$ cat config.mk
export PLATFORM = sky130hd
export DESIGN_NAME = kyber_ntt_core_flat
export DESIGN_NICKNAME = d
export VERILOG_FILES = /design/src/rtl/kyber_pkg.sv /design/src/rtl/kyber_ntt_core_if.sv /design/src/rtl/kyber_modmul.sv /design/src/rtl/kyber_ntt_core.sv /design/src/flat_wrapper.sv
export SDC_FILE = /design/constraint.sdc
export NUM_CORES = 1
export LEC_CHECK = 0
export ABC_AREA = 1
export CAP_MARGIN = 30
export CORE_ASPECT_RATIO = 1.5
export CORE_MARGIN = 4
export CORE_UTILIZATION = 45
export DETAILED_ROUTE_END_ITERATION = 10
export GPL_ROUTABILITY_DRIVEN = 1
export PLACE_DENSITY_LB_ADDON = 0.05
export SLEW_MARGIN = 10
export SYNTH_ARGS = -nofsm -noshare
export SYNTH_HDL_FRONTEND = slang
export SYNTH_HIERARCHICAL = 1
export SYNTH_SLANG_ARGS = --single-unit
export TNS_END_PERCENT = 10
$ cat constraint.sdc
create_clock -name clk -period 7.15 [get_ports clk]
set_input_delay 0.715 -clock clk [delete_from_list [all_inputs] [get_ports clk]]
set_output_delay 0.715 -clock clk [all_outputs]
set_load 0.05 [all_outputs]
$ cat src/rtl/kyber_pkg.sv
// Shared constants, FSM state type and helpers for the Kyber forward NTT engine.
package kyber_pkg;

    localparam int unsigned Q        = 3329;
    localparam int unsigned DW       = 12;
    localparam int unsigned AW       = 8;
    localparam int unsigned PIPE_LAT = 4;

    localparam int unsigned NUM_LAYERS = 7;
    localparam int unsigned BFLY_PER_LAYER = 128;

    // Barrett constant floor(2^24 / Q); every 12x12 product is below 2^24, so the
    // estimated quotient is at most one short and a single subtract finishes the job.
    localparam int unsigned BARRETT_SHIFT = 24;
    localparam int unsigned BARRETT_M     = 5039;

    // Modulus at the width of an unreduced sum/difference.
    localparam logic [DW:0] QX = (DW + 1)'(Q);

    typedef enum logic [1:0] {
        StIdle,
        StIssue,
        StDrain,
        StFin
    } ntt_state_e;

    function automatic logic [6:0] bitrev7(input logic [6:0] x);
        logic [6:0] r;
        for (int i = 0; i < 7; i++) begin
            r[i] = x[6 - i];
        end
        return r;
    endfunction

endpackage

$ cat src/rtl/kyber_ntt_core_if.sv
// Start/status handshake plus zeta ROM and coefficient RAM ports of the NTT engine.
// master: the NTT core. slave: the surrounding system (controller, ROM, RAM).
interface kyber_ntt_core_if;
    import kyber_pkg::*;

    logic          start;
    logic          busy;
    logic          done;

    logic [AW-1:0] rom_ad;
    logic          rom_ce;
    logic          rom_oce;
    logic [DW-1:0] rom_dout;

    logic          rd_en;
    logic [AW-1:0] rd_addr_a;
    logic [AW-1:0] rd_addr_b;
    logic [DW-1:0] rd_data_a;
    logic [DW-1:0] rd_data_b;

    logic          wr_en;
    logic [AW-1:0] wr_addr_a;
    logic [AW-1:0] wr_addr_b;
    logic [DW-1:0] wr_data_a;
    logic [DW-1:0] wr_data_b;

    modport master (
        input  start, rom_dout, rd_data_a, rd_data_b,
        output busy, done, rom_ad, rom_ce, rom_oce,
        output rd_en, rd_addr_a, rd_addr_b,
        output wr_en, wr_addr_a, wr_addr_b, wr_data_a, wr_data_b
    );

    modport slave (
        output start, rom_dout, rd_data_a, rd_data_b,
        input  busy, done, rom_ad, rom_ce, rom_oce,
        input  rd_en, rd_addr_a, rd_addr_b,
        input  wr_en, wr_addr_a, wr_addr_b, wr_data_a, wr_data_b
    );

endinterface

$ cat src/rtl/kyber_modmul.sv
// Two-stage (a * b) mod Q: registered product, then Barrett reduction registered.
module kyber_modmul
    import kyber_pkg::*;
(
    input  logic          clk,
    input  logic          rst_n,
    input  logic [DW-1:0] a,
    input  logic [DW-1:0] b,
    output logic [DW-1:0] r
);

    logic [2*DW-1:0] prod_q;
    logic [DW-1:0]   r_q;
    logic [DW:0]     quo;
    logic [DW:0]     rem;
    logic [DW-1:0]   r_d;

    // Barrett reduction of the registered product; rem lands in [0, 2Q).
    always_comb begin
        quo = (DW + 1)'((37'(prod_q) * 37'(BARRETT_M)) >> BARRETT_SHIFT);
        rem = (DW + 1)'(25'(prod_q) - 25'(quo) * 25'(Q));
        r_d = DW'((rem >= QX) ? rem - QX : rem);
    end

    // Multiply stage then reduce stage.
    always_ff @(posedge clk or negedge rst_n) begin
        if (!rst_n) begin
            prod_q <= '0;
            r_q    <= '0;
        end else begin
            prod_q <= (2 * DW)'(a) * (2 * DW)'(b);
            r_q    <= r_d;
        end
    end

    assign r = r_q;

endmodule

$ cat src/rtl/kyber_ntt_core.sv
// Forward Kyber NTT sequencer: one butterfly per clock, 7 layers, drain between layers.
module kyber_ntt_core
    import kyber_pkg::*;
(
    input logic              clk,
    input logic              rst_n,
    kyber_ntt_core_if.master bus
);

    localparam int unsigned       DRAIN_W    = $clog2(PIPE_LAT);
    localparam logic [DRAIN_W-1:0] DRAIN_LAST = DRAIN_W'(PIPE_LAT - 1);
    localparam logic [2:0]         LAST_LAYER = 3'(NUM_LAYERS - 1);
    localparam logic [6:0]         LAST_BFLY  = 7'(BFLY_PER_LAYER - 1);

    ntt_state_e         state_q, state_d;
    logic [2:0]         layer_q, layer_d;
    logic [6:0]         cnt_q, cnt_d;
    logic [DRAIN_W-1:0] drain_q, drain_d;

    logic          issue;
    logic [AW-1:0] len;
    logic [AW-1:0] lo_mask;
    logic [AW-1:0] cnt8;
    logic [AW-1:0] j_idx;
    logic [6:0]    k_idx;

    // Pipeline: s1 = RAM/ROM data, s2 = product reg, s3 = reduced reg, then write.
    logic          v1_q, v2_q, v3_q;
    logic [AW-1:0] adr_a1_q, adr_b1_q, adr_a2_q, adr_b2_q, adr_a3_q, adr_b3_q;
    logic [DW-1:0] a2_q, a3_q;
    logic [DW-1:0] t_mm;

    logic          wr_en_q;
    logic [AW-1:0] wr_addr_a_q, wr_addr_b_q;
    logic [DW-1:0] wr_data_a_q, wr_data_b_q;
    logic [DW:0]   sum, dif;
    logic [DW-1:0] sum_red, dif_red;

    // Sequencer state and loop counters.
    always_ff @(posedge clk or negedge rst_n) begin
        if (!rst_n) begin
            state_q <= StIdle;
            layer_q <= '0;
            cnt_q   <= '0;
            drain_q <= '0;
        end else begin
            state_q <= state_d;
            layer_q <= layer_d;
            cnt_q   <= cnt_d;
            drain_q <= drain_d;
        end
    end

    // Next state: 128 issues per layer, PIPE_LAT drain cycles, then next layer or finish.
    always_comb begin
        state_d = state_q;
        layer_d = layer_q;
        cnt_d   = cnt_q;
        drain_d = drain_q;
        unique case (state_q)
            StIdle: begin
                if (bus.start) begin
                    state_d = StIssue;
                    layer_d = '0;
                    cnt_d   = '0;
                    drain_d = '0;
                end
            end
            StIssue: begin
                // Wraps to zero after the layer's last butterfly.
                cnt_d = cnt_q + 7'd1;
                if (cnt_q == LAST_BFLY) begin
                    state_d = StDrain;
                end
            end
            StDrain: begin
                drain_d = drain_q + DRAIN_W'(1);
                if (drain_q == DRAIN_LAST) begin
                    drain_d = '0;
                    if (layer_q == LAST_LAYER) begin
                        state_d = StFin;
                    end else begin
                        state_d = StIssue;
                        layer_d = layer_q + 3'd1;
                    end
                end
            end
            StFin: state_d = StIdle;
            default: state_d = StIdle;
        endcase
    end

    // Butterfly index -> j and zeta index k. len is a power of two, so the group
    // number is cnt / len and j inserts a zero bit at position log2(len).
    always_comb begin
        issue   = (state_q == StIssue);
        len     = 8'd128 >> layer_q;
        lo_mask = len - 8'd1;
        cnt8    = {1'b0, cnt_q};
        j_idx   = ((cnt8 & ~lo_mask) << 1) | (cnt8 & lo_mask);
        k_idx   = 7'((8'd1 << layer_q) + (cnt8 >> (3'd7 - layer_q)));
    end

    assign bus.busy      = (state_q == StIssue) || (state_q == StDrain);
    assign bus.done      = (state_q == StFin);
    assign bus.rd_en     = issue;
    assign bus.rom_ce    = issue;
    assign bus.rom_oce   = issue;
    assign bus.rd_addr_a = issue ? j_idx : '0;
    assign bus.rd_addr_b = issue ? j_idx + len : '0;
    assign bus.rom_ad    = issue ? {1'b0, bitrev7(k_idx)} : '0;

    kyber_modmul u_modmul (
        .clk   (clk),
        .rst_n (rst_n),
        .a     (bus.rom_dout),
        .b     (bus.rd_data_b),
        .r     (t_mm)
    );

    // Addresses, valid and the a operand follow the modmul latency.
    always_ff @(posedge clk or negedge rst_n) begin
        if (!rst_n) begin
            v1_q     <= 1'b0;
            v2_q     <= 1'b0;
            v3_q     <= 1'b0;
            adr_a1_q <= '0;
            adr_b1_q <= '0;
            adr_a2_q <= '0;
            adr_b2_q <= '0;
            adr_a3_q <= '0;
            adr_b3_q <= '0;
            a2_q     <= '0;
            a3_q     <= '0;
        end else begin
            v1_q     <= issue;
            v2_q     <= v1_q;
            v3_q     <= v2_q;
            adr_a1_q <= bus.rd_addr_a;
            adr_b1_q <= bus.rd_addr_b;
            adr_a2_q <= adr_a1_q;
            adr_b2_q <= adr_b1_q;
            adr_a3_q <= adr_a2_q;
            adr_b3_q <= adr_b2_q;
            a2_q     <= bus.rd_data_a;
            a3_q     <= a2_q;
        end
    end

    // Modular add/sub; inputs canonical, so one conditional subtract suffices.
    always_comb begin
        sum     = (DW + 1)'(a3_q) + (DW + 1)'(t_mm);
        dif     = (DW + 1)'(a3_q) + QX - (DW + 1)'(t_mm);
        sum_red = DW'((sum >= QX) ? sum - QX : sum);
        dif_red = DW'((dif >= QX) ? dif - QX : dif);
    end

    // Registered write-back port.
    always_ff @(posedge clk or negedge rst_n) begin
        if (!rst_n) begin
            wr_en_q     <= 1'b0;
            wr_addr_a_q <= '0;
            wr_addr_b_q <= '0;
            wr_data_a_q <= '0;
            wr_data_b_q <= '0;
        end else begin
            wr_en_q     <= v3_q;
            wr_addr_a_q <= adr_a3_q;
            wr_addr_b_q <= adr_b3_q;
            wr_data_a_q <= sum_red;
            wr_data_b_q <= dif_red;
        end
    end

    assign bus.wr_en     = wr_en_q;
    assign bus.wr_addr_a = wr_addr_a_q;
    assign bus.wr_addr_b = wr_addr_b_q;
    assign bus.wr_data_a = wr_data_a_q;
    assign bus.wr_data_b = wr_data_b_q;

endmodule

$ cat src/flat_wrapper.sv
// flat-port wrapper written by rule: the top's interface ports become plain ports
module kyber_ntt_core_flat import kyber_pkg::*;
  (clk, rst_n, bus_start, bus_rom_dout, bus_rd_data_a, bus_rd_data_b, bus_busy, bus_done, bus_rom_ad, bus_rom_ce, bus_rom_oce, bus_rd_en, bus_rd_addr_a, bus_rd_addr_b, bus_wr_en, bus_wr_addr_a, bus_wr_addr_b, bus_wr_data_a, bus_wr_data_b);
  kyber_ntt_core_if bus_i ();
  input logic clk;
  input logic rst_n;
  input wire logic [$bits(bus_i.start)-1:0] bus_start;
  input wire logic [$bits(bus_i.rom_dout)-1:0] bus_rom_dout;
  input wire logic [$bits(bus_i.rd_data_a)-1:0] bus_rd_data_a;
  input wire logic [$bits(bus_i.rd_data_b)-1:0] bus_rd_data_b;
  output wire logic [$bits(bus_i.busy)-1:0] bus_busy;
  output wire logic [$bits(bus_i.done)-1:0] bus_done;
  output wire logic [$bits(bus_i.rom_ad)-1:0] bus_rom_ad;
  output wire logic [$bits(bus_i.rom_ce)-1:0] bus_rom_ce;
  output wire logic [$bits(bus_i.rom_oce)-1:0] bus_rom_oce;
  output wire logic [$bits(bus_i.rd_en)-1:0] bus_rd_en;
  output wire logic [$bits(bus_i.rd_addr_a)-1:0] bus_rd_addr_a;
  output wire logic [$bits(bus_i.rd_addr_b)-1:0] bus_rd_addr_b;
  output wire logic [$bits(bus_i.wr_en)-1:0] bus_wr_en;
  output wire logic [$bits(bus_i.wr_addr_a)-1:0] bus_wr_addr_a;
  output wire logic [$bits(bus_i.wr_addr_b)-1:0] bus_wr_addr_b;
  output wire logic [$bits(bus_i.wr_data_a)-1:0] bus_wr_data_a;
  output wire logic [$bits(bus_i.wr_data_b)-1:0] bus_wr_data_b;
  assign bus_i.start = bus_start;
  assign bus_i.rom_dout = bus_rom_dout;
  assign bus_i.rd_data_a = bus_rd_data_a;
  assign bus_i.rd_data_b = bus_rd_data_b;
  assign bus_busy = bus_i.busy;
  assign bus_done = bus_i.done;
  assign bus_rom_ad = bus_i.rom_ad;
  assign bus_rom_ce = bus_i.rom_ce;
  assign bus_rom_oce = bus_i.rom_oce;
  assign bus_rd_en = bus_i.rd_en;
  assign bus_rd_addr_a = bus_i.rd_addr_a;
  assign bus_rd_addr_b = bus_i.rd_addr_b;
  assign bus_wr_en = bus_i.wr_en;
  assign bus_wr_addr_a = bus_i.wr_addr_a;
  assign bus_wr_addr_b = bus_i.wr_addr_b;
  assign bus_wr_data_a = bus_i.wr_data_a;
  assign bus_wr_data_b = bus_i.wr_data_b;
  kyber_ntt_core u_core (.clk(clk), .rst_n(rst_n), .bus(bus_i));
endmodule
==> results.md <==
* Fin crit period at 7.92 ns
* Worst Setup SP: u_core/u_modmul/prod_q[17]
* Netlist cell types at 51
* Mean post-synth cell area at 8.49 sq um
* Final ANT Viol Nets at 0
* Setup Viol. Count Final at 12
* Largest net degree at the start of global routing at 73
* Worst Tran Pin Value at 0.644 ns
* Num rows at 94
* Placer Congestion at 0.869
* Post-route cell area at 24100 sq um
* Max transition margin at 0.571
* Max stage delay on crit path at 0.54 ns
* Floorplan Core Area at 44000 sq um
* Drt first pass iters at 5
* Final Cycle Share at 1.11
* Worst setup EP type: register
* Hold Vio Cnt, Final at 0
* FILL cells at 4149
* # clock sinks at 166
* Fraction of layout cells with a size suffix above 1 at 0.149
* Ys Warns at 6
* Post-synth top cells: inv_1, nand2_1, ha_1, fa_1, dfrtp_1
* Via total after detailed routing at 15600
* Post-synthesis sequential area ratio at 0.207
* Synth-to-layout area growth at 20.4%
* Mapped cell area at 20000 sq um
* CTS tree: built
* Critical Path Fanout Max at 7
* DRT Wirelength at 48900 um
* Failing checks: negative setup slack
* Die footprint at 48000 sq um
* Antenna Cells at 0
* Seq cells post-synth at 166
* Final nets at 3180
* Residual DRC at 0
* Cells after DPL at 3157
* FF-to-FF setup slack at -0.77 ns
* Unrepaired setup endpoints after global routing: yes
* Outcome: finished, violations left
* WS Path Type: register to register
* Layout Cells excl Fill at 3212
* Post-DP HPWL at 42100 um
* CTS buffer count at 17
* Clock H-tree levels at 4
* Final WS setup at -0.772 ns
* Die Span Y at 266 um
* Slew Limit Fails at 0
* Yosys top cell by area: fa_1
* CP arrival at 8.26 ns
* Clock Pin Slew Worst Setup and Hold Paths at 0.07 ns
* Fmax at 126 MHz
* Die width at 180 um
* Prevailing post-synth register cell: dfrtp_1
* Routed wire per std cell at 15.2 um
* Slowest CP cell: fa_1
* Worst Clk Skew at 0.0216 ns
* Post-synth top area share at 0.236
* CP most frequent cell: nand2_1
* Async S/R FF share, synth at 1.00
* Max-cap violation count at 0
* Util after Layout at 0.548
* Buffers added on ports at 107
* Worst hold path type: input port to async pin
* Worst skew pair latency at 0.46 ns
* Hold buffer count at CTS at 0
* R2R cell count at 42
* R2r endpoint: u_core/u_modmul/r[2]
* Post-synth EDFFs at 0
* Initial core utilization at 0.456
* 1st-iter DRT viols at 484
* DR vias/cell at 4.87
* Vias in the first global route at 17200
* Clock Path Buffers at 2
* Global route total overflow at 0
* First-pass GRT wire length at 82700 um
* Synth Instances at 2359
* Number of top-level pins at 109
* Post-place setup slack at -0.932 ns
* Area contributors post-synth: fa_1, dfrtp_1, ha_1
* Worst R2R Start: u_core/u_modmul/prod_q[17]
* CP startpoint kind: register
* End of the critical path: u_core/u_modmul/r[2]
* Tot GR Track Use at 0.212
* Initial antenna violation count at 0
* Placed instance area at 23000 sq um
* Root Driver: clkbuf_16
* CP required at 7.49 ns
placed cells by master (no fill, tap or decap), types with 4 or more instances in the layout:
master           count
o21ai_0             46
ha_1               258
clkdlybuf4s50_1    106
nor3_1              23
a21oi_1             84
inv_6                4
dfrtp_2             18
clkbuf_16           17
buf_4              175
nand4_1             39
nor2_4               4
nand2_1            495
nand3_2             10
nor2_2              10
o21bai_1            13
nand3_1             78
xor2_1              45
or2_2                6
xnor2_1             20
fa_1               235
xor2_2               7
nor2_1             101
inv_1              504
nand3b_1             5
dfrtp_1            148
ha_4                23
a31oi_1              7
a21o_1               9
nand2_4              5
inv_2               18
o21ai_1              6
a21oi_2             14
nand2_2             44
logic make-up (layout without fill, tap and decap cells):
logic type	Yosys count	count (layout)	synth area share
simple gates	832	834	0.180
buf+inv	567	841	0.109
fa+ha+maj	518	518	0.412
compound gates	200	200	0.0569
flops	166	166	0.207
xor+xnor	75	75	0.0347
other cells	1	2	0.000187
worst max-delay path, delay by kind of cell (launching register included):
kind	cells	cell delay, ns
adder cells (fa/ha/maj)	11	4.29
XOR/XNOR	1	0.17
buffers and inverters	7	0.71
flip-flops	1	0.42
AO/OA/AOI/OAI	3	0.41
AND/OR/NAND/NOR	20	1.79
repair_timing:
action / CTS / global route
gates resized for setup: 39 / 19
gates cloned: 2 / 0
pin swaps: 38 / 19
setup endpoints to repair: 12 / 12
hold endpoints to repair: 0 / 0
setup buffers: 12 / 8
how the worst min path moves through the flow:
stage,startpoint,endpoint,slack [ns],cells past startpoint
final,rst_n,u_core/bus.wr_data_b[4],0.20,1
after global routing,rst_n,u_core/bus.wr_data_b[4],0.22,1
after CTS,rst_n,u_core/bus.wr_data_b[4],0.17,1
after detailed placement,u_core/adr_a1_q[2],u_core/adr_a2_q[2],0.33,0
after global placement,u_core/adr_b2_q[0],u_core/adr_b3_q[0],0.33,0
after floorplan,u_core/a2_q[0],u_core/a3_q[0],0.33,0
cell type report:
cell class	instances	area, sq um	area share
clock buffer	19	443	0.0184
inverter	524	1970	0.0816
tap	576	721	0.0299
sequential	166	4180	0.173
multi-input combinational	1629	14200	0.591
timing repair buffer	285	2440	0.101
clock inverter	13	133	0.00550
state kept, by name, indices dropped and copies added, names as in the netlist, 3 cells and up:
name / cells
u_core/u_modmul/prod_q: 24
u_core/bus.wr_data_b: 12
u_core/bus.wr_data_a: 12
u_core/adr_a1_q: 8
u_core/adr_b3_q: 8
u_core/bus.wr_addr_a: 8
u_core/a2_q: 12
u_core/bus.wr_addr_b: 8
u_core/adr_b2_q: 8
u_core/u_modmul/r: 12
u_core/adr_b1_q: 8
u_core/adr_a3_q: 8
u_core/layer_q: 3
u_core/cnt_q: 7
u_core/adr_a2_q: 8
u_core/a3_q: 12
layer usage:
layer  GRT usage  wire, um  vias to the layer above
met3      0.0213       942                       66
met4      0.0793      1670                        0
met1       0.216     17700                     7563
met5           0         0                        -
li1            -         -                     7776
met2       0.436     28600                      230
stage by stage:
stage          hold slack, ns  TNS [ns]
6_report                0.197     -8.98
5_1_grt                 0.215    -14.82
4_1_cts                 0.172     -9.27
3_5_place_dp            0.335    -11.04
3_3_place_gp            0.331    -10.70
2_1_floorplan           0.331     -3.98
Power is left out: the tool's default activity adds up to more than one toggle a clock period on the data nets, which glitch-free logic cannot reach.
